===== src/rtl/fire_pkg.sv =====
// Shared definitions for the fire-module layer blocks: data width, word type
// and the OFM writer state encoding.
package fire_pkg;

  localparam int WIDTH = 16;

  typedef logic [WIDTH-1:0] word_t;

  typedef enum logic [1:0] {
    IDLE  = 2'd0,
    WRITE = 2'd1,
    DONE  = 2'd2
  } state_e;

endpackage : fire_pkg


===== src/rtl/fire2_squeeze_ofm_writer.sv =====
// Captures the CH parallel squeeze-layer output words on each sample pulse and
// serialises them into the single-port OFM RAM, pixel-major / channel-minor.
module fire2_squeeze_ofm_writer
  import fire_pkg::*;
#(
  parameter int WOUT  = 64,
  parameter int CH    = 16,
  parameter int WIDTH = fire_pkg::WIDTH,
  parameter int AW    = $clog2(WOUT * WOUT * CH)
) (
  input  logic             clk,
  input  logic             rst,
  input  logic             sample_i,
  input  logic [WIDTH-1:0] ofm_i [0:CH-1],
  input  logic             layer_finish_i,
  output logic             wr_en_o,
  output logic [AW-1:0]    wr_addr_o,
  output logic [WIDTH-1:0] wr_data_o,
  output logic             ram_feedback_o,
  output logic             done_o,
  output logic             overflow_o
);

  localparam int PW = (WOUT * WOUT > 1) ? $clog2(WOUT * WOUT) : 1;
  localparam int CW = (CH > 1) ? $clog2(CH) : 1;
  localparam logic [PW-1:0] PIX_LAST = PW'(WOUT * WOUT - 1);
  localparam logic [CW-1:0] CH_LAST  = CW'(CH - 1);

  state_e           r_state, w_state_nxt;
  logic [PW-1:0]    r_pix, w_pix_nxt;
  logic [CW-1:0]    r_ch, w_ch_nxt;
  logic [WIDTH-1:0] r_shadow [0:CH-1];

  logic             w_capture;
  logic             w_wr_en_nxt;
  logic [AW-1:0]    w_addr_nxt;
  logic [WIDTH-1:0] w_data_nxt;
  logic             w_done_nxt;
  logic             w_fb_nxt;
  logic             w_ovf_nxt;

  always_ff @(posedge clk or posedge rst) begin
    if (rst) r_state <= IDLE;
    else     r_state <= w_state_nxt;
  end

  // r_ch indexes the word currently presented on the registered write port;
  // the first word of a pixel comes straight from ofm_i so it lands at t+1.
  always_comb begin
    // NOTE: every signal gets a default before the case so no path can infer a latch.
    w_state_nxt = r_state;
    w_pix_nxt   = r_pix;
    w_ch_nxt    = r_ch;
    w_capture   = 1'b0;
    w_wr_en_nxt = 1'b0;
    w_addr_nxt  = wr_addr_o;
    w_data_nxt  = wr_data_o;
    w_done_nxt  = done_o;
    w_fb_nxt    = ram_feedback_o;
    w_ovf_nxt   = overflow_o;

    unique case (r_state)
      IDLE: begin
        if (sample_i) begin
          w_capture   = 1'b1;
          w_ch_nxt    = '0;
          w_state_nxt = WRITE;
          w_wr_en_nxt = 1'b1;
          w_addr_nxt  = AW'({r_pix, {CW{1'b0}}});
          w_data_nxt  = ofm_i[0];
        end
      end

      WRITE: begin
        if (sample_i) w_ovf_nxt = 1'b1;
        if (r_ch == CH_LAST) begin
          if (r_pix == PIX_LAST) begin
            w_state_nxt = DONE;
            w_done_nxt  = 1'b1;
          end else begin
            w_pix_nxt   = r_pix + 1'b1;
            w_state_nxt = IDLE;
          end
        end else begin
          w_ch_nxt    = r_ch + 1'b1;
          w_wr_en_nxt = 1'b1;
          w_addr_nxt  = AW'({r_pix, w_ch_nxt});
          w_data_nxt  = r_shadow[w_ch_nxt];
        end
      end

      DONE: begin
        if (sample_i)       w_ovf_nxt = 1'b1;
        if (layer_finish_i) w_fb_nxt  = 1'b1;
      end

      default: w_state_nxt = IDLE;
    endcase
  end

  // NOTE: sequential state uses non-blocking assignments so every register samples pre-edge values.
  always_ff @(posedge clk or posedge rst) begin
    if (rst) begin
      r_pix          <= '0;
      r_ch           <= '0;
      wr_en_o        <= 1'b0;
      wr_addr_o      <= '0;
      wr_data_o      <= '0;
      done_o         <= 1'b0;
      ram_feedback_o <= 1'b0;
      overflow_o     <= 1'b0;
    end else begin
      r_pix          <= w_pix_nxt;
      r_ch           <= w_ch_nxt;
      wr_en_o        <= w_wr_en_nxt;
      wr_addr_o      <= w_addr_nxt;
      wr_data_o      <= w_data_nxt;
      done_o         <= w_done_nxt;
      ram_feedback_o <= w_fb_nxt;
      overflow_o     <= w_ovf_nxt;
    end
  end

  // NOTE: the shadow bank is a register file, not a RAM, so it is reset to a known zero state.
  always_ff @(posedge clk or posedge rst) begin
    if (rst) begin
      for (int k = 0; k < CH; k++) r_shadow[k] <= '0;
    end else if (w_capture) begin
      for (int k = 0; k < CH; k++) r_shadow[k] <= ofm_i[k];
    end
  end

endmodule : fire2_squeeze_ofm_writer

===== config.mk =====
export PLATFORM = sky130hd
export DESIGN_NAME = fire2_squeeze_ofm_writer
export DESIGN_NICKNAME = d
export VERILOG_FILES = /design/src/rtl/fire_pkg.sv /design/src/rtl/fire2_squeeze_ofm_writer.sv
export SDC_FILE = /design/constraint.sdc
export NUM_CORES = 1
export LEC_CHECK = 0
export CAP_MARGIN = 10
export CORE_MARGIN = 1.5
export CORE_UTILIZATION = 55
export DETAILED_ROUTE_END_ITERATION = 8
export PLACE_DENSITY = 0.93
export SLEW_MARGIN = 30
export SYNTH_ARGS = -nofsm -noshare
export SYNTH_HDL_FRONTEND = slang
export SYNTH_SLANG_ARGS = --single-unit
export TNS_END_PERCENT = 50

===== constraint.sdc =====
create_clock -name clk -period 18 [get_ports clk]
set_clock_uncertainty 0.05 [all_clocks]
set_input_delay 5.4 -clock clk [delete_from_list [all_inputs] [get_ports clk]]
set_output_delay 5.4 -clock clk [all_outputs]
set_load 0.02 [all_outputs]

==> impl_metrics.ini <==
[worst_setup_path]
cp_cell_sequence = clkdlybuf4s50_1, nand2_4, buf_4, buf_4, mux2_2
worstPathMaxFanout = 69
cpMaxStageDelayCell = buf_4
cp_data_arrival_time_ns = 8.44
cp_slowest_stage_delay_ns = 0.80
crit_type = in2reg
path_buf_inv = 3
path_delay_family = buffers and inverters
cpMostUsedCell = buf_4
endpoint_kind = flop
required_ns = 18.38
start_kind = input pin

[yosys]
ys_warn_count = 0
synth-seq-cells = 306
syn_area_mm2 = 0.0136
synth_cell_types = 37
avgSynthCellArea_um2 = 15.1
synth_nets = 1169
synth_cells = 904
ys_seq_area_share_pct = 56.1

[flow_run]
drv_cap = 0

[clock_network]
ctsLongestPathBuffers = 3
htreeDepth = 1
post_cts_buffers = 0
cts_buffers = 31
path_clk_slew_ns = 0.06
clk_latency_ns = 0.55
cts_root_buf = clkbuf_16
clock_sink_count = 306
ctsResizeCount = 0
cts_tree = done
postCtsHoldBufs = 0

[global_route]
grt_max_degree = 158
grt-ovfl-total = 0
antenna_found_initial = 0
grt_pass1_vias = 9689
grt_pass1_wl_um = 54500
grtUsageTotal_pct = 27.5

[min_path]
hp-class = reg2reg

[floorplan]
die_x_um = 160
initial_core_util_pct = 56.1
dieArea_mm2 = 0.0258
rows = 57
core_mm2 = 0.0243
fp.dieH_um = 160
ios = 296

[timing]
finalSetupTns_ns = 0
tightestPinTransition_ns = 0.908
slew_headroom_pct = 39.3
hold_viol = 0
max_freq_mhz = 124
rsz0062_at_grt = no
fin_crit_ns = 8.06
setup_viol = 0
slew_violations = 0
post-route-period-util_pct = 44.8

[routing]
drt_iter0_drc = 454
num_vias = 8895
antenna_left = 0
dr.pass1.iters = 4
drcViolationCount = 0
via_per_inst = 5.81
wire_per_inst_um = 22.9
routed_wl_um = 35100

[power_and_ir_drop]
ir_drop_uv = 100
cellLeakagePower_nw = 7.27
powerDensity_mw_per_mm2 = 168

[run_status]
status = finished, final reports clean

[finish]
nets = 1450
areaGrowthSynthToFinish_pct = 30.8
diodes = 0
fin_cells = 1531
drive_above_1_share_pct = 31.4

[placed_design]
place.gp.congestion = 0.856
dp.cells = 1475
hpwl_um = 24500
io_buffers = 295
## cell families (layout without fill, tap and decap cells)
logic type | after synthesis | after routing | synth area share [%]
muxes | 350 | 350 | 32.8
DFF | 306 | 306 | 56.1
AOI/OAI and AO/OA | 90 | 90 | 4.14
and+or+nand+nor | 76 | 76 | 3.23
buffers and inverters | 64 | 367 | 2.37
xor gates and xnor gates | 13 | 13 | 0.890
adders and majority gates | 5 | 5 | 0.459
## report_power, final
group          switching [mW]  total, mW  internal [mW]  leakage, nW
Clock                   0.259      0.628          0.369        0.483
Combinational           0.513       1.17          0.657         3.14
Sequential              0.182       1.19           1.01         3.64
Total                   0.954       2.99           2.04         7.27
## cells in the final DEF (no fill, tap or decap), types with 3 or more instances in the layout
cell             Yosys  layout
dfrtp_1            306     305
clkdlybuf4s50_1      0     295
mux2_2             270     270
mux4_2              45      45
mux2i_1             31      31
clkbuf_16            0      31
a211oi_1            30      30
a21oi_1             18      18
nor3b_1             16      16
nor2b_1             16      16
o22ai_1             15      15
o21ai_1             15      15
nand2_1             13      12
clkbuf_1            39      12
nand3_1             10      10
xnor2_1              8       8
buf_4                3       8
nand4_1              6       6
clkbuf_8             0       6
o21ai_0              5       5
inv_1                5       4
a21o_1               4       4
and3_1               4       4
mux4_1               4       4
clkinv_2             0       4
nor4_1               3       3
nor2_1               4       3
xor2_1               4       3
ha_1                 5       3
buf_6                2       3
## worst register-to-register path, stage by stage, from the launching register on
cell and delay, ns:
dfrtp_1 0.37, inv_1 0.08, ha_1 0.28, nand2_4 0.49, buf_4 0.71, buf_4 0.83
mux2_2 0.47
## per-layer routing
layer | wire [µm] | global-route usage, % | vias to the layer above
met5 | 0 | 0 | -
met4 | 825 | 6.97 | 0
met3 | 2580 | 6.59 | 60
met2 | 17400 | 47.1 | 319
met1 | 14300 | 35.4 | 4600
li1 | - | - | 3916
## area by class of cell
cell class / count / area [µm²]
clock inverter: 6 / 80.1
sequential: 306 / 7660
multi-input combinational: 534 / 5700
tap: 324 / 405
fill: 1510 / 6480
inverter: 5 / 31.3
timing repair buffer: 307 / 3050
clock buffer: 49 / 903
## state kept, by name (all words and copies together), names as in the netlist
register        cells
wr_addr_o          16
wr_en_o             1
r_shadow          256
overflow_o          1
wr_data_o          16
r_state             2
done_o              1
ram_feedback_o      1
r_pix              12
## synthesized netlist by cell type (all sizes together)
cell    count  area, µm²
inv         5       18.8
a21o        4       30.0
nor2        5       21.3
clkbuf     39        146
nand3      10       50.1
xor2        5       51.3
a22o        1       8.76
ha          5       62.6
mux2i      31        310
nor2b      16        100
o22ai      15       93.8
nand4       6       37.5
and2        1       6.26
nor3b      16        120
buf        20        158
mux2      270       3040
nand2      13       48.8
dfrtp     306       7660
mux4       49       1120
nor4        3       18.8
a211oi     30        225
nand2b      2       12.5
o211ai      1       7.51
a221oi      1       8.76
o21ai      20        100
a21oi      18       90.1
and3        4       25.0
xnor2       8       70.1
## worst paths after layout
path	slack, ns	cells past startpoint	to	start
setup / recovery	9.94	5	r_shadow[190]	sample_i
hold / removal	0.41	1	ram_feedback_o	ram_feedback_o
max in group asynchronous	10.64	4	wr_addr_o[0]	rst
hold reg to reg	0.41	1	ram_feedback_o	ram_feedback_o
setup reg to reg	14.60	6	r_shadow[190]	r_state[0]
min in group asynchronous	5.33	2	wr_addr_o[14]	rst
## metrics by stage
stage / instance area (µm²) / util (%) / power [mW] / setup slack (ns) / hold slack [ns]
final: 17800 / 73.3 / 2.99 / 9.94 / 0.414
after global routing: 17800 / 73.3 / 3.14 / 9.80 / 0.439
after CTS: 17800 / 73.2 / 3.01 / 9.89 / 0.417
after detailed placement: 16800 / 69.2 / 2.37 / 9.29 / 0.399
after global placement: 16800 / 69.1 / 2.31 / 9.19 / 0.392
after floorplan: 13600 / - / 2.02 / 4.09 / 0.413
No activity file was read; power rests on OpenSTA's default activity.
